[src/rtl/grid_row_scanner.sv]
// Scans a COLS x ROWS occupancy grid once per start pulse and reports which rows are completely filled.
// Optional macro SCANNER_TOP_OUT_EN enables row-0 occupancy tracking on top_out; otherwise top_out is tied low.
module grid_row_scanner #(
  parameter int COLS = 10,
  parameter int ROWS = 20
) (
  input  logic            clk,
  input  logic            reset,
  input  logic            start,
  output logic            read_en,
  output logic [7:0]      address,
  input  logic [7:0]      block_data,
  output logic            busy,
  output logic            done,
  output logic [ROWS-1:0] full_rows,
  output logic [4:0]      full_count,
  output logic            top_out
);

  localparam int             CW        = (COLS > 1) ? $clog2(COLS) : 1;
  localparam int             RW        = (ROWS > 1) ? $clog2(ROWS) : 1;
  localparam logic [7:0]     LAST_ADDR = 8'(COLS * ROWS - 1);
  localparam logic [CW-1:0]  LAST_COL  = CW'(COLS - 1);

  typedef enum logic [1:0] {IDLE, READ, DRAIN, DONE} state_t;

  state_t          state_q, state_d;
  logic [7:0]      addr_q, addr_d;
  logic            valid_q, valid_d;       // block_data carries a cell this cycle
  logic [CW-1:0]   col_q, col_d;
  logic [RW-1:0]   row_q, row_d;
  logic            row_full_q, row_full_d;
  logic [ROWS-1:0] rows_q, rows_d;
  logic [ROWS-1:0] full_rows_q, full_rows_d;
  logic [4:0]      full_count_q, full_count_d;
`ifdef SCANNER_TOP_OUT_EN
  logic            top_q, top_d;
  logic            top_out_q, top_out_d;
`endif

  // NOTE: every signal written in an always_comb gets its default first, so no path can infer a latch.
  always_comb begin
    state_d = state_q;
    unique case (state_q)
      IDLE:  if (start) state_d = READ;
      READ:  if (addr_q == LAST_ADDR) state_d = DRAIN;
      DRAIN: if (!valid_q) state_d = DONE;
      DONE:  state_d = IDLE;
    endcase
  end

  always_comb begin : datapath
    int unsigned ones;
    logic        occupied;
    logic        cell_full;
    addr_d       = (state_q == READ && addr_q != LAST_ADDR) ? addr_q + 8'd1 : 8'd0;
    valid_d      = (state_q == READ);
    col_d        = col_q;
    row_d        = row_q;
    row_full_d   = row_full_q;
    rows_d       = rows_q;
    full_rows_d  = full_rows_q;
    full_count_d = full_count_q;
    ones         = 0;
    occupied     = |block_data;
    cell_full    = row_full_q & occupied;
`ifdef SCANNER_TOP_OUT_EN
    top_d        = top_q;
    top_out_d    = top_out_q;
`endif

    if (state_q == IDLE && start) begin
      col_d      = '0;
      row_d      = '0;
      row_full_d = 1'b1;
      rows_d     = '0;
`ifdef SCANNER_TOP_OUT_EN
      top_d      = 1'b0;
`endif
    end

    // The read pipeline lags the address by one cycle; evaluation follows data, not address.
    if (valid_q) begin
      if (col_q == LAST_COL) begin
        rows_d[row_q] = cell_full;
        row_full_d    = 1'b1;
        col_d         = '0;
        row_d         = row_q + 1'b1;
      end else begin
        row_full_d    = cell_full;
        col_d         = col_q + 1'b1;
      end
`ifdef SCANNER_TOP_OUT_EN
      if (row_q == '0 && occupied) top_d = 1'b1;
`endif
    end

    if (state_q == DRAIN && state_d == DONE) begin
      full_rows_d = rows_q;
      for (int r = 0; r < ROWS; r++) ones += {31'd0, rows_q[r]};
      full_count_d = (ones > 31) ? 5'd31 : 5'(ones);
`ifdef SCANNER_TOP_OUT_EN
      top_out_d   = top_q;
`endif
    end
  end

  // NOTE: sequential state uses non-blocking assignments only, so every register samples pre-edge values.
  always_ff @(posedge clk) begin
    if (reset) begin
      state_q      <= IDLE;
      addr_q       <= '0;
      valid_q      <= 1'b0;
      col_q        <= '0;
      row_q        <= '0;
      row_full_q   <= 1'b0;
      rows_q       <= '0;
      full_rows_q  <= '0;
      full_count_q <= '0;
`ifdef SCANNER_TOP_OUT_EN
      top_q        <= 1'b0;
      top_out_q    <= 1'b0;
`endif
    end else begin
      state_q      <= state_d;
      addr_q       <= addr_d;
      valid_q      <= valid_d;
      col_q        <= col_d;
      row_q        <= row_d;
      row_full_q   <= row_full_d;
      rows_q       <= rows_d;
      full_rows_q  <= full_rows_d;
      full_count_q <= full_count_d;
`ifdef SCANNER_TOP_OUT_EN
      top_q        <= top_d;
      top_out_q    <= top_out_d;
`endif
    end
  end

  assign read_en    = (state_q == READ);
  assign address    = read_en ? addr_q : 8'd0;
  assign busy       = (state_q != IDLE);
  assign done       = (state_q == DONE);
  assign full_rows  = full_rows_q;
  assign full_count = full_count_q;
`ifdef SCANNER_TOP_OUT_EN
  assign top_out    = top_out_q;
`else
  assign top_out    = 1'b0;
`endif

endmodule

[config.mk]
export PLATFORM = sky130hd
export DESIGN_NAME = grid_row_scanner
export DESIGN_NICKNAME = d
export VERILOG_FILES = /design/src/rtl/grid_row_scanner.sv
export SDC_FILE = /design/constraint.sdc
export NUM_CORES = 1
export LEC_CHECK = 0
export BUFFER_PORTS_ARGS = -buffer_cell sky130_fd_sc_hd__buf_2
export CAP_MARGIN = 20
export CELL_PAD_IN_SITES_DETAIL_PLACEMENT = 1
export CELL_PAD_IN_SITES_GLOBAL_PLACEMENT = 1
export CORE_ASPECT_RATIO = 0.75
export CORE_UTILIZATION = 38
export DETAILED_ROUTE_END_ITERATION = 6
export HOLD_SLACK_MARGIN = 0.1
export PLACE_DENSITY = 0.84
export SYNTH_ARGS = -nofsm -noshare
export SYNTH_HDL_FRONTEND = slang
export SYNTH_SLANG_ARGS = --single-unit
[constraint.sdc]
create_clock -name clk -period 3.7 [get_ports clk]
set_input_delay 0.74 -clock clk [delete_from_list [all_inputs] [get_ports clk]]
set_output_delay 0.74 -clock clk [all_outputs]
set_load 0.005 [all_outputs]
== After elaboration in Yosys (flattened, before gate mapping) ==
Index checks and enable logic that the tools add are counted.
Cells by class
  $add $sub $neg: 22
  multipliers: 0
  divide/modulo/power cells: 0
  magnitude comparators: 3
  equal/unequal tests: 7
  shift operators: 0
  muxes and demuxes: 21
  bitwise operators: 2
  reduce and logical (&&, ||, !) cells: 9
Operator list (number)
  two-way mux 20 bit: 3
  adder 19 x 1 -> 20 bit: 1
  bitwise mux 20 bit: 1
  > comparator 20 x 5 -> 1 bit (second input constant): 1
  two-way mux 5 bit: 4
  adder 18 x 1 -> 19 bit: 1
  adder 17 x 1 -> 18 bit: 1
  adder 16 x 1 -> 17 bit: 1
  adder 15 x 1 -> 16 bit: 1
  adder 14 x 1 -> 15 bit: 1
  adder 13 x 1 -> 14 bit: 1
  adder 12 x 1 -> 13 bit: 1
  adder 11 x 1 -> 12 bit: 1
  two-way mux 4 bit: 3
  adder 10 x 1 -> 11 bit: 1
  adder 9 x 1 -> 10 bit: 1
  adder 8 x 1 -> 9 bit: 1
  adder 7 x 1 -> 8 bit: 1
  adder 8 x 1 -> 8 bit (second input constant): 1
  equality test 8 bit (second input constant): 1
  two-way mux 8 bit: 1
  != test 8 bit (second input constant): 1
  one-hot mux 2 bit (4 select lines): 1
  OR reduction 8 bit: 1
  other kinds (22): 33
Storage, ports and cells
  register bits after elaboration: 66
  latch bits: 0
  memory bits (writable): 0
  memory bits (read-only): 0
  input bits: 11
  output and inout bits: 37
  logic and storage cells: 73
  memories: 0

== Logic depth before layout (Yosys ltp) ==
Gate-level depths: netlist (run 1).
  depth in word-level cells: 21
  mapped depth: 14
  mapped depth without buffers: 14

== Least setup slack after synthesis (run 1) ==
Ideal clock, no wire load.
  kind: flip-flop to flip-flop
  from: register rows_q[0]
  to: register full_count_q[3] (netlist: full_count[3])
  setup time: 0.062 ns
  arrival time: 3.852 ns
  path slack: -0.214 ns
  cell stages (with the launch flop): 15
  path through: dfxtp_1 -> inv_1 -> fa_1 -> fa_1 -> inv_1 -> fa_1 -> fa_1 -> inv_1 -> fa_1 -> inv_1 -> ha_1 -> a21o_1 -> a21oi_1 -> or4_1 -> nand3_1
On the way
  word-level cells in the longest chain between the ends: 21
Ends and longest elaborated chain
  from (decl): RTL line 33  | logic [ROWS-1:0] rows_q, rows_d;
  from (signal assigned): RTL line 131  | rows_q <= rows_d;
  adder 1 x 1 -> 2 bit *: RTL line 100  | for (int r = 0; r < ROWS; r++) ones += {31'd0, rows_q[r]};
  adder 2 x 1 -> 3 bit *: RTL line 100
  adder 3 x 1 -> 4 bit *: RTL line 100
  adder 4 x 1 -> 5 bit *: RTL line 100
  adder 5 x 1 -> 6 bit *: RTL line 100
  adder 6 x 1 -> 7 bit *: RTL line 100
  adder 7 x 1 -> 8 bit *: RTL line 100
  adder 8 x 1 -> 9 bit *: RTL line 100
  [... 5 more ...]
  adder 14 x 1 -> 15 bit *: RTL line 100
  adder 15 x 1 -> 16 bit *: RTL line 100
  adder 16 x 1 -> 17 bit *: RTL line 100
  adder 17 x 1 -> 18 bit *: RTL line 100
  adder 18 x 1 -> 19 bit *: RTL line 100
  adder 19 x 1 -> 20 bit *: RTL line 100
  > comparator 20 x 5 -> 1 bit: RTL line 101  | full_count_d = (ones > 31) ? 5'd31 : 5'(ones);
  two-way mux 5 bit *: RTL line 101
  to (signal assigned): RTL line 133  | full_count_q <= full_count_d;
  to (decl): RTL line 35  | logic [4:0] full_count_q, full_count_d;
Every way passes the cells marked *; elsewhere a longest branch is shown, timed or not.
A chain may end at the register's enable or synchronous reset.

== Worst setup path in the final report (run 1) ==
  from: register rows_q[3]
  to: register full_count_q[4] (netlist: full_count[4])
On the way
  word-level cells in the longest chain between the ends: 19
Ends and longest elaborated chain (RTL line)
  adder 3 x 1 -> 4 bit *: 100
  adder 4 x 1 -> 5 bit *: 100
  adder 5 x 1 -> 6 bit *: 100
  adder 6 x 1 -> 7 bit *: 100
  adder 7 x 1 -> 8 bit *: 100
  adder 8 x 1 -> 9 bit *: 100
  adder 9 x 1 -> 10 bit *: 100
  adder 10 x 1 -> 11 bit *: 100
  [... 3 more ...]
  adder 14 x 1 -> 15 bit *: 100
  adder 15 x 1 -> 16 bit *: 100
  adder 16 x 1 -> 17 bit *: 100
  adder 17 x 1 -> 18 bit *: 100
  adder 18 x 1 -> 19 bit *: 100
  adder 19 x 1 -> 20 bit *: 100
  > comparator 20 x 5 -> 1 bit: 101
  two-way mux 5 bit *: 101
Marks and branches as above.

==> results of run 1 <==
area by class of cell:
class	count	area share (%)
repair buffers	61	8.43
multi-input cells	272	44.2
flip-flops and latches	66	32.7
inverters	36	3.32
clock inverters	6	2.22
well taps	108	3.32
clock buffers	10	5.88
flip-flops by register name, summed over array words and instances, names as in the netlist:
name	flops
addr_q	8
col_q	4
full_count	5
full_rows	20
row_full_q	1
row_q	5
rows_q	20
state_q	2
valid_q	1
logic make-up after synthesis:
group                    Yosys count
XOR/XNOR                           5
multiplexers                      17
flip-flops                        66
buffers and inverters             55
other                              1
adder cells (fa/ha/maj)           28
AO/OA/AOI/OAI                     53
AND/OR/NAND/NOR                  168
repair_timing:
item,in CTS,in global routing
hold endpoints to repair,0,0
pin swaps,1,2
gates resized for setup,3,2
endpoints found under the setup margin,4,4
setup buffers,1,0
cloned,0,0
tightest hold or removal path, delay by kind of cell (launching register included):
| family | cells | cell delay, ns |
|---|---|---|
| AO/OA/AOI/OAI | 1 | 0.05 |
| flip-flops | 1 | 0.30 |
| AND/OR/NAND/NOR | 1 | 0.05 |
power by group through the flow:
stage          logic, mW  clock network, mW  registers (mW)
3_3_place_gp      0.0519                  0           0.737
5_1_grt           0.0622              0.981           0.723
3_5_place_dp      0.0551                  0           0.738
2_1_floorplan     0.0379                  0           0.735
4_1_cts           0.0558              0.951           0.722
6_report          0.0557              0.933           0.722
metal layers:
metal	part of all wire (%)	vias to the layer above	global-route usage [%]
li1	-	1383	-
met1	42	1384	24.0
met2	52	65	38.1
met3	3.2	21	4.87
met4	2.6	0	8.48
met5	0	-	0
worst paths after layout:
| check | from | endpoint | slack [ns] | cells after the start |
|---|---|---|---|---|
| hold reg to reg | full_rows[7] | full_rows[7] | 0.45 | 2 |
| setup reg to reg | rows_q[3] | full_count[4] | -0.30 | 13 |
| hold / removal | full_rows[7] | full_rows[7] | 0.45 | 2 |
| setup / recovery | rows_q[3] | full_count[4] | -0.30 | 13 |
placed cells by master, fill, tap and decap left out, types with 3 or more instances in the layout:
master and n:
nor3_1 6, inv_2 3, nand3b_1 3, dfxtp_2 5
nor2b_1 3, o31ai_1 5, a211oi_1 5, nor3b_1 3
mux2i_1 17, nor2_1 24, clkbuf_16 9, buf_4 15
xor2_1 3, inv_1 33, ha_1 13, nand3_1 5
and2_1 15, buf_2 46, nand4b_1 3, a21oi_1 31
o21ai_0 4, dfxtp_1 61, nand2_1 84, nand2b_1 3
fa_1 12, o211ai_1 4
==> impl_metrics.py, run 1 <==
metrics = {
    "clock_tree": {
        "clk_latency_ns": 0.33,
        "clk_pin_slew_ns": 0.06,
        "cts_tree": "done",
        "cts.sink_count": 66,
        "htree_levels": 3,
        "cts_buffers": 9,
        "cts_buffer_depth": 2,
        "hold_buffers": 0,
        "root_buffer": "clkbuf_16",
    },
    "final_layout": {
        "area.growth.synth_to_final_pct": 22.6,
        "design_area_um2": 4070,
        "multi_input_area_um2": 1800,
        "fillers": 1011,
        "register_area_um2": 1330,
        "instances_no_fill": 559,
        "drive_above_1_share_pct": 20.6,
        "final_net_count": 485,
        "fin_util_pct": 48.1,
        "diodes": 0,
    },
    "yosys": {
        "synth_top_area_share_pct": 39.8,
        "synth_compound_area_share_pct": 9.28,
        "synth_edf_count": 0,
        "synth_area_leaders": "dfxtp_1, nand2_1, fa_1, ha_1, mux2i_1",
        "synth_most_common_cell": "nand2_1",
        "synth_seq_cells": 66,
        "synth_top_family_by_area": "simple AND/OR/NAND/NOR gates",
        "async_flop_share_pct": 0,
        "ys_types": 41,
        "synth_xor_area_share_pct": 1.32,
        "synth_common_cells": "nand2_1, dfxtp_1, inv_1, a21oi_1, nor2_1",
        "synth_ff_type": "dfxtp_1",
        "yosysTopAreaCell": "dfxtp_1",
        "syn-mean-instance-area_um2": 8.44,
        "muxShareOfSynthArea_pct": 5.13,
        "netlist_instances": 393,
        "yosys_warnings": 0,
        "synthAdderAreaFrac_pct": 13.7,
        "syn-num-nets": 432,
        "yosysSeqAreaShare_pct": 39.8,
        "synth-simple-area-share_pct": 24.1,
        "synth_area_um2": 3320,
    },
    "flow_run": {
        "drv_cap": 0,
    },
    "die": {
        "core_um2": 8450,
        "die_area_um2": 9110,
        "fp.dieH_um": 82.9,
        "row_count": 29,
        "die_w_um": 110,
        "ioPinCount": 48,
        "start_util_pct": 39.2,
    },
    "sta": {
        "tns_ns": -0.918,
        "min_period_ns": 4.00,
        "fin_crit_sh_pct": 108,
        "skew_ns": 0.00735,
        "holdWs_ns": 0.452,
        "worst_pin_slew_ns": 1.05,
        "setup_viol": 4,
        "max_freq_ghz": 0.250,
        "maxSlewViolCount": 0,
        "slew_headroom_pct": 29.7,
        "rsz0062_at_grt": "yes",
        "worst_slack_ns": -0.297,
        "finalHoldViolCount": 0,
    },
    "hold_path": {
        "min_path_type": "reg -> reg",
    },
    "power": {
        "switching_share_pct": 21.6,
        "ir_drop_v": 0.000220,
        "pwr-share-clk_pct": 54.5,
        "power.total_mw": 1.71,
        "power_density_nw_per_um2": 421,
        "p_leak_nw": 1.77,
        "power_frac_seq_pct": 42.2,
        "p_sw_mw": 0.369,
        "p_comb_share_pct": 3.3,
        "p_int_mw": 1.34,
    },
    "setup_path": {
        "crit_required_ns": 3.94,
        "worstPathBufferInverterCount": 3,
        "critPathSlowestCell": "fa_2",
        "crit_top_cell": "fa_1",
        "worst_setup_path_end_kind": "flip-flop",
        "arrival_ns": 4.23,
        "critPathMaxFanout": 2,
        "cp_top_family": "adder cells",
        "cp-start-kind": "flip-flop",
        "critPathKind": "reg -> reg",
        "path_cells": "inv_1, fa_1, fa_2, fa_1, fa_1, fa_1, inv_1, ha_2, inv_2, fa_2, nor2b_4, o21ai_1, a211oi_1",
        "slowest_delay_ns": 0.55,
    },
    "global_route": {
        "grt_max_degree": 27,
        "antenna_found_initial": 0,
        "grt_pass1_vias": 3113,
        "grt_pass1_wl_um": 14800,
        "track_usage_pct": 21.3,
        "overflow": 0,
    },
    "placed_design": {
        "hpwl_um": 6230,
        "placed_area_um2": 3720,
        "io_buffers": 46,
        "dp_worst_setup_slack_ns": -0.347,
        "gp_congestion": 0.788,
        "place_inst": 542,
    },
    "detailed_routing": {
        "wl_per_cell_um": 16.0,
        "dr.pass1.iters": 6,
        "via_per_inst": 5.10,
        "first_iter_violations": 99,
        "ant_nets": 0,
        "drt-total-wl_um": 8940,
        "dr_total_vias": 2853,
        "drc": 2,
    },
    "run_status": {
        "outcome": "complete, but fails checks",
        "failed_checks": "DRC, setup timing",
    },
}
Note: power is estimated with default switching activity, not from simulation.
==> inputs of run 2 (changes only) <==
--- a/config.mk
+++ b/config.mk
@@ -13,7 +13,7 @@
 export CORE_UTILIZATION = 38
 export DETAILED_ROUTE_END_ITERATION = 6
 export HOLD_SLACK_MARGIN = 0.1
-export PLACE_DENSITY = 0.84
+export PLACE_DENSITY = 0.73
 export SYNTH_ARGS = -nofsm -noshare
 export SYNTH_HDL_FRONTEND = slang
 export SYNTH_SLANG_ARGS = --single-unit
==> run 2 against run 1 <==
Compared with the run above:
- the flow finishes with violations (setup timing)
- wire length shrank 8.1%
- highest routed layer unchanged
- non-clock buffer count up 1
- clock-buffer cell count grew 2
- worst hold slack worse by 0.0030 ns
- core utilization decreased by 0.30 points
- critical path depth up 1
- sequential share of layout area is 0.23 points higher
- sequential power about the same
- final cell count unchanged
- clock skew about the same
- die area did not move
==> impl_metrics.py, run 2 (same netlist as run 1, synthesis figures left out) <==
metrics = {
    "detailed_routing": {
        "drc": 0,
        "dr_total_vias": 2740,
        "ant_nets": 0,
        "wl_per_cell_um": 14.7,
        "via_per_inst": 4.90,
        "dr.pass1.iters": 4,
        "drt-total-wl_um": 8210,
        "first_iter_violations": 126,
    },
    "sta": {
        "worst_slack_ns": -0.279,
        "skew_ns": 0.00747,
        "slew_headroom_pct": 39.6,
        "maxSlewViolCount": 0,
        "finalHoldViolCount": 0,
        "rsz0062_at_grt": "yes",
        "fin_crit_sh_pct": 108,
        "min_period_ns": 3.98,
        "setup_viol": 4,
        "tns_ns": -0.737,
        "worst_pin_slew_ns": 0.906,
        "max_freq_ghz": 0.251,
    },
    "placed_design": {
        "io_buffers": 46,
        "hpwl_um": 5950,
        "gp_congestion": 0.773,
    },
    "hold_path": {
        "min_path_cells": 2,
        "min_from": "full_rows[15]",
        "min_to": "full_rows[15]",
        "min_path_type": "reg -> reg",
    },
    "global_route": {
        "grt_pass1_wl_um": 13900,
        "overflow": 0,
        "antenna_found_initial": 0,
        "track_usage_pct": 20.1,
        "grt_pass1_vias": 2892,
        "grt_max_degree": 28,
    },
    "clock_tree": {
        "htree_levels": 3,
        "hold_buffers": 0,
        "cts.sink_count": 66,
        "clk_latency_ns": 0.34,
        "cts_tree": "done",
        "cts_buffers": 9,
        "root_buffer": "clkbuf_16",
        "clk_pin_slew_ns": 0.05,
        "cts_buffer_depth": 2,
    },
    "die": {
        "fp.dieH_um": 82.9,
        "core_um2": 8450,
        "start_util_pct": 39.2,
        "die_area_um2": 9110,
        "row_count": 29,
        "die_w_um": 110,
        "ioPinCount": 48,
    },
    "final_layout": {
        "register_area_um2": 1330,
        "layout.cells.most_common": "nand2_1",
        "area.growth.synth_to_final_pct": 21.8,
        "layout_common_cells": "nand2_1, dfxtp_1, buf_2",
        "final_net_count": 486,
        "fillers": 1030,
        "drive_above_1_share_pct": 20.8,
        "multi_input_area_um2": 1800,
        "diodes": 0,
    },
    "setup_path": {
        "r2r_start": "rows_q[9]",
        "crit_start": "rows_q[9]",
        "worst_setup_path_end_kind": "flip-flop",
        "crit_top_cell": "fa_1",
        "reg2reg_slack_ns": -0.28,
        "slowest_delay_ns": 0.56,
        "cp_top_family": "adder cells",
        "critPathSlowestCell": "fa_2",
        "critPathKind": "reg -> reg",
        "crit_required_ns": 3.96,
        "rr_worst_depth": 14,
        "critPathMaxFanout": 2,
        "arrival_ns": 4.24,
        "path_cells": "inv_2, fa_1, fa_2, fa_1, fa_1, fa_1, inv_1, ha_2, inv_2, fa_2, nor2b_1, nor3_1, a21oi_1, nor2_1",
        "cp-start-kind": "flip-flop",
        "worstPathBufferInverterCount": 3,
        "timing.rr.end": "full_count[2]",
    },
    "power": {
        "p_leak_nw": 1.76,
        "power.total_mw": 1.61,
        "power_density_nw_per_um2": 399,
        "ir_drop_v": 0.000260,
    },
    "run_status": {
        "failed_checks": "setup timing",
        "outcome": "complete, but fails checks",
    },
    "flow_run": {
        "drv_cap": 0,
    },
}
[run 2: layout make-up]
cell class                      count  share of cell area, %
Multi-Input combinational cell    272                   44.6
Sequential cell                    66                   32.9
Timing Repair Buffer               62                   8.76
Clock buffer                       12                   6.10
Inverter                           36                   3.34
Tap cell                          108                   3.34
Clock inverter                      3                  0.991
[run 2: worst max-delay path by stage]
stage,endpoint,cells past startpoint
2_1_floorplan,full_count[2],14
3_3_place_gp,full_count[2],14
3_5_place_dp,full_count[2],14
4_1_cts,full_count[2],14
5_1_grt,full_count[2],14
6_report,full_count[2],14
[run 2: per-stage QoR]
stage,util [%],hold WS (ns),cell area (um2),std cells,setup WS [ns]
detailed placement,43.9,0.446,3710,541,-0.274
global route,47.8,0.468,4040,559,-0.444
CTS,47.5,0.453,4020,558,-0.238
global placement,43.9,0.440,3710,541,-0.171
floorplan,-,0.426,3330,393,-0.0721
finish,47.8,0.449,4040,559,-0.279
[run 2: tightest hold or removal path: cells and delay by family (launching register included)]
| family | cells | cell delay, ns |
|---|---|---|
| and+or+nand+nor | 1 | 0.05 |
| AOI/OAI and AO/OA | 1 | 0.05 |
| DFF | 1 | 0.30 |
[run 2: repair_timing]
| action | CTS | global route |
|---|---|---|
| setup endpoints to repair | 4 | 4 |
| pin swaps | 1 | 2 |
| gates resized for setup | 4 | 3 |
| buffers inserted | 2 | 0 |
[run 2: per-layer routing]
metal	vias to the layer above	track usage, %	routed length, um
met5	-	0	0
met4	0	6.91	153
met3	14	6.67	262
met2	39	32.9	3930
met1	1310	24.6	3860
li1	1377	-	-
[run 2: power by group]
part | internal, mW | switching (mW) | total (mW)
combinational | 0.0172 | 0.0374 | 0.0546
clock | 0.534 | 0.302 | 0.836
sequential | 0.716 | 0.00605 | 0.722
total | 1.27 | 0.346 | 1.61
==> inputs of run 3 (changes only) <==
--- a/config.mk
+++ b/config.mk
@@ -8,12 +8,12 @@
 export BUFFER_PORTS_ARGS = -buffer_cell sky130_fd_sc_hd__buf_2
 export CAP_MARGIN = 20
 export CELL_PAD_IN_SITES_DETAIL_PLACEMENT = 1
-export CELL_PAD_IN_SITES_GLOBAL_PLACEMENT = 1
+export CELL_PAD_IN_SITES_GLOBAL_PLACEMENT = 2
 export CORE_ASPECT_RATIO = 0.75
-export CORE_UTILIZATION = 38
+export CORE_UTILIZATION = 31
 export DETAILED_ROUTE_END_ITERATION = 6
 export HOLD_SLACK_MARGIN = 0.1
-export PLACE_DENSITY = 0.73
+export PLACE_DENSITY = 0.74
 export SYNTH_ARGS = -nofsm -noshare
 export SYNTH_HDL_FRONTEND = slang
 export SYNTH_SLANG_ARGS = --single-unit
==> run 3 against run 2 <==
Compared with the run above:
- the flow still finishes with violations (setup timing)
- highest routed layer unchanged
- combinational power about the same
- worst hold slack improved by 0.0010 ns
- clock skew decreased by 0.0018 ns
- cell area grew 0.56%
- sequential power is essentially flat
- sequential cell count did not move
- register-to-register slack gained 0.02 ns
- first-iteration DRC count down 10%
- critical endpoint unchanged
- core utilization decreased by 8.5 points
- final cell count increased by 4.8%
==> impl_metrics.py, run 3 (same netlist as run 1, synthesis figures left out) <==
metrics = {
    "run_status": {
        "outcome": "complete, but fails checks",
        "failed_checks": "setup timing",
    },
    "sta": {
        "worst_pin_slew_ns": 1.03,
        "fin_crit_sh_pct": 107,
        "worst_slack_ns": -0.258,
        "maxSlewViolCount": 0,
        "holdWs_ns": 0.450,
        "slew_headroom_pct": 31.4,
        "min_period_ns": 3.96,
        "max_freq_ghz": 0.253,
        "skew_ns": 0.00565,
        "finalHoldViolCount": 0,
        "rsz0062_at_grt": "yes",
        "setup_viol": 4,
    },
    "clock_tree": {
        "cts_buffers": 9,
        "clk_latency_ns": 0.33,
        "clk_pin_slew_ns": 0.06,
        "cts_tree": "done",
        "htree_levels": 3,
        "cts_setup_buffers": 0,
        "root_buffer": "clkbuf_16",
        "cts_buffer_depth": 2,
        "cts.sink_count": 66,
    },
    "die": {
        "die_w_um": 121,
        "start_util_pct": 32.1,
        "fp.dieH_um": 91.6,
        "row_count": 32,
        "ioPinCount": 48,
        "core_um2": 10300,
        "die_area_um2": 11100,
    },
    "global_route": {
        "overflow": 0,
        "grt_pass1_vias": 2838,
        "track_usage_pct": 16.1,
        "antenna_found_initial": 0,
        "grt_pass1_wl_um": 13700,
        "grt_max_degree": 27,
    },
    "detailed_routing": {
        "first_iter_violations": 113,
        "dr_total_vias": 2707,
        "drc": 0,
        "wl_per_cell_um": 14.0,
        "via_per_inst": 4.62,
        "drt-total-wl_um": 8200,
        "ant_nets": 0,
        "dr.pass1.iters": 4,
    },
    "final_layout": {
        "layout.cells.most_common": "nand2_1",
        "layout_common_cells": "nand2_1, dfxtp_1, buf_2",
        "register_area_um2": 1330,
        "diodes": 0,
        "multi_input_area_um2": 1800,
        "final_net_count": 484,
        "instances_no_fill": 586,
        "drive_above_1_share_pct": 20.2,
        "area.growth.synth_to_final_pct": 22.5,
        "fillers": 1254,
    },
    "power": {
        "power_density_nw_per_um2": 393,
        "p_leak_nw": 1.74,
        "ir_drop_v": 0.000211,
    },
    "setup_path": {
        "critPathKind": "reg -> reg",
        "cp-start-kind": "flip-flop",
        "cp_top_family": "adder cells",
        "rr_worst_depth": 14,
        "critPathMaxFanout": 2,
        "worst_setup_path_end_kind": "flip-flop",
        "critPathSlowestCell": "fa_2",
        "path_depth": 14,
        "path_cells": "inv_2, fa_1, fa_2, fa_1, fa_1, fa_1, inv_1, ha_2, inv_2, fa_2, nor2b_4, nor3_2, a21oi_1, nor2_1",
        "slowest_delay_ns": 0.57,
        "crit_required_ns": 3.91,
        "worstPathBufferInverterCount": 3,
        "arrival_ns": 4.17,
        "crit_top_cell": "fa_1",
    },
    "placed_design": {
        "place_inst": 570,
        "io_buffers": 46,
        "hpwl_um": 6150,
        "gp_congestion": 0.744,
    },
    "flow_run": {
        "drv_cap": 0,
    },
    "hold_path": {
        "min_path_type": "reg -> reg",
        "min_path_cells": 2,
    },
}
## run 3: power by group
part           switching, mW  leakage [nW]  internal [mW]
registers            0.00606         0.534          0.716
logic                 0.0377          1.07         0.0171
clock network          0.312         0.134          0.508
total                  0.355          1.74           1.24
## run 3: repair_timing
action                                  CTS  global route
hold buffers                              0             0
gates resized for setup                   2             3
pin swaps                                 1             0
endpoints found under the setup margin    4             4
## run 3: area by class of cell
cell class | count | area share, %
Multi-Input combinational cell | 272 | 44.4
Tap cell | 136 | 4.19
Clock buffer | 13 | 6.65
Sequential cell | 66 | 32.6
Clock inverter | 3 | 0.554
Inverter | 36 | 3.33
Timing Repair Buffer | 60 | 8.25
## run 3: worst paths after layout
path	startpoint	endpoint	slack (ns)
max reg2reg	rows_q[9]	full_count[2]	-0.26
min reg2reg	full_rows[14]	full_rows[14]	0.45
min	full_rows[14]	full_rows[14]	0.45
max	rows_q[9]	full_count[2]	-0.26
## run 3: through the flow
stage / setup TNS [ns] / setup WS, ns / area [um2] / power, mW / utilization (%)
after CTS: -0.901 / -0.258 / 4050 / 1.62 / 39.2
after global placement: -0.445 / -0.160 / 3750 / 0.792 / 36.3
after floorplan: -0.193 / -0.0721 / 3330 / 0.773 / -
final: -0.821 / -0.258 / 4060 / 1.60 / 39.3
after global routing: -1.47 / -0.422 / 4060 / 1.66 / 39.3
after detailed placement: -0.937 / -0.287 / 3750 / 0.794 / 36.3
## run 3: metal layers
layer	track usage [%]	wire length [um]
met1	20.0	4030
met2	26.7	3820
met3	4.46	272
met4	5.35	81
met5	0	0
## run 3: tightest hold or removal path, stage by stage, from the launching register on
cell	delay, ns
dfxtp_1	0.30
nand2_1	0.05
a21oi_1	0.05
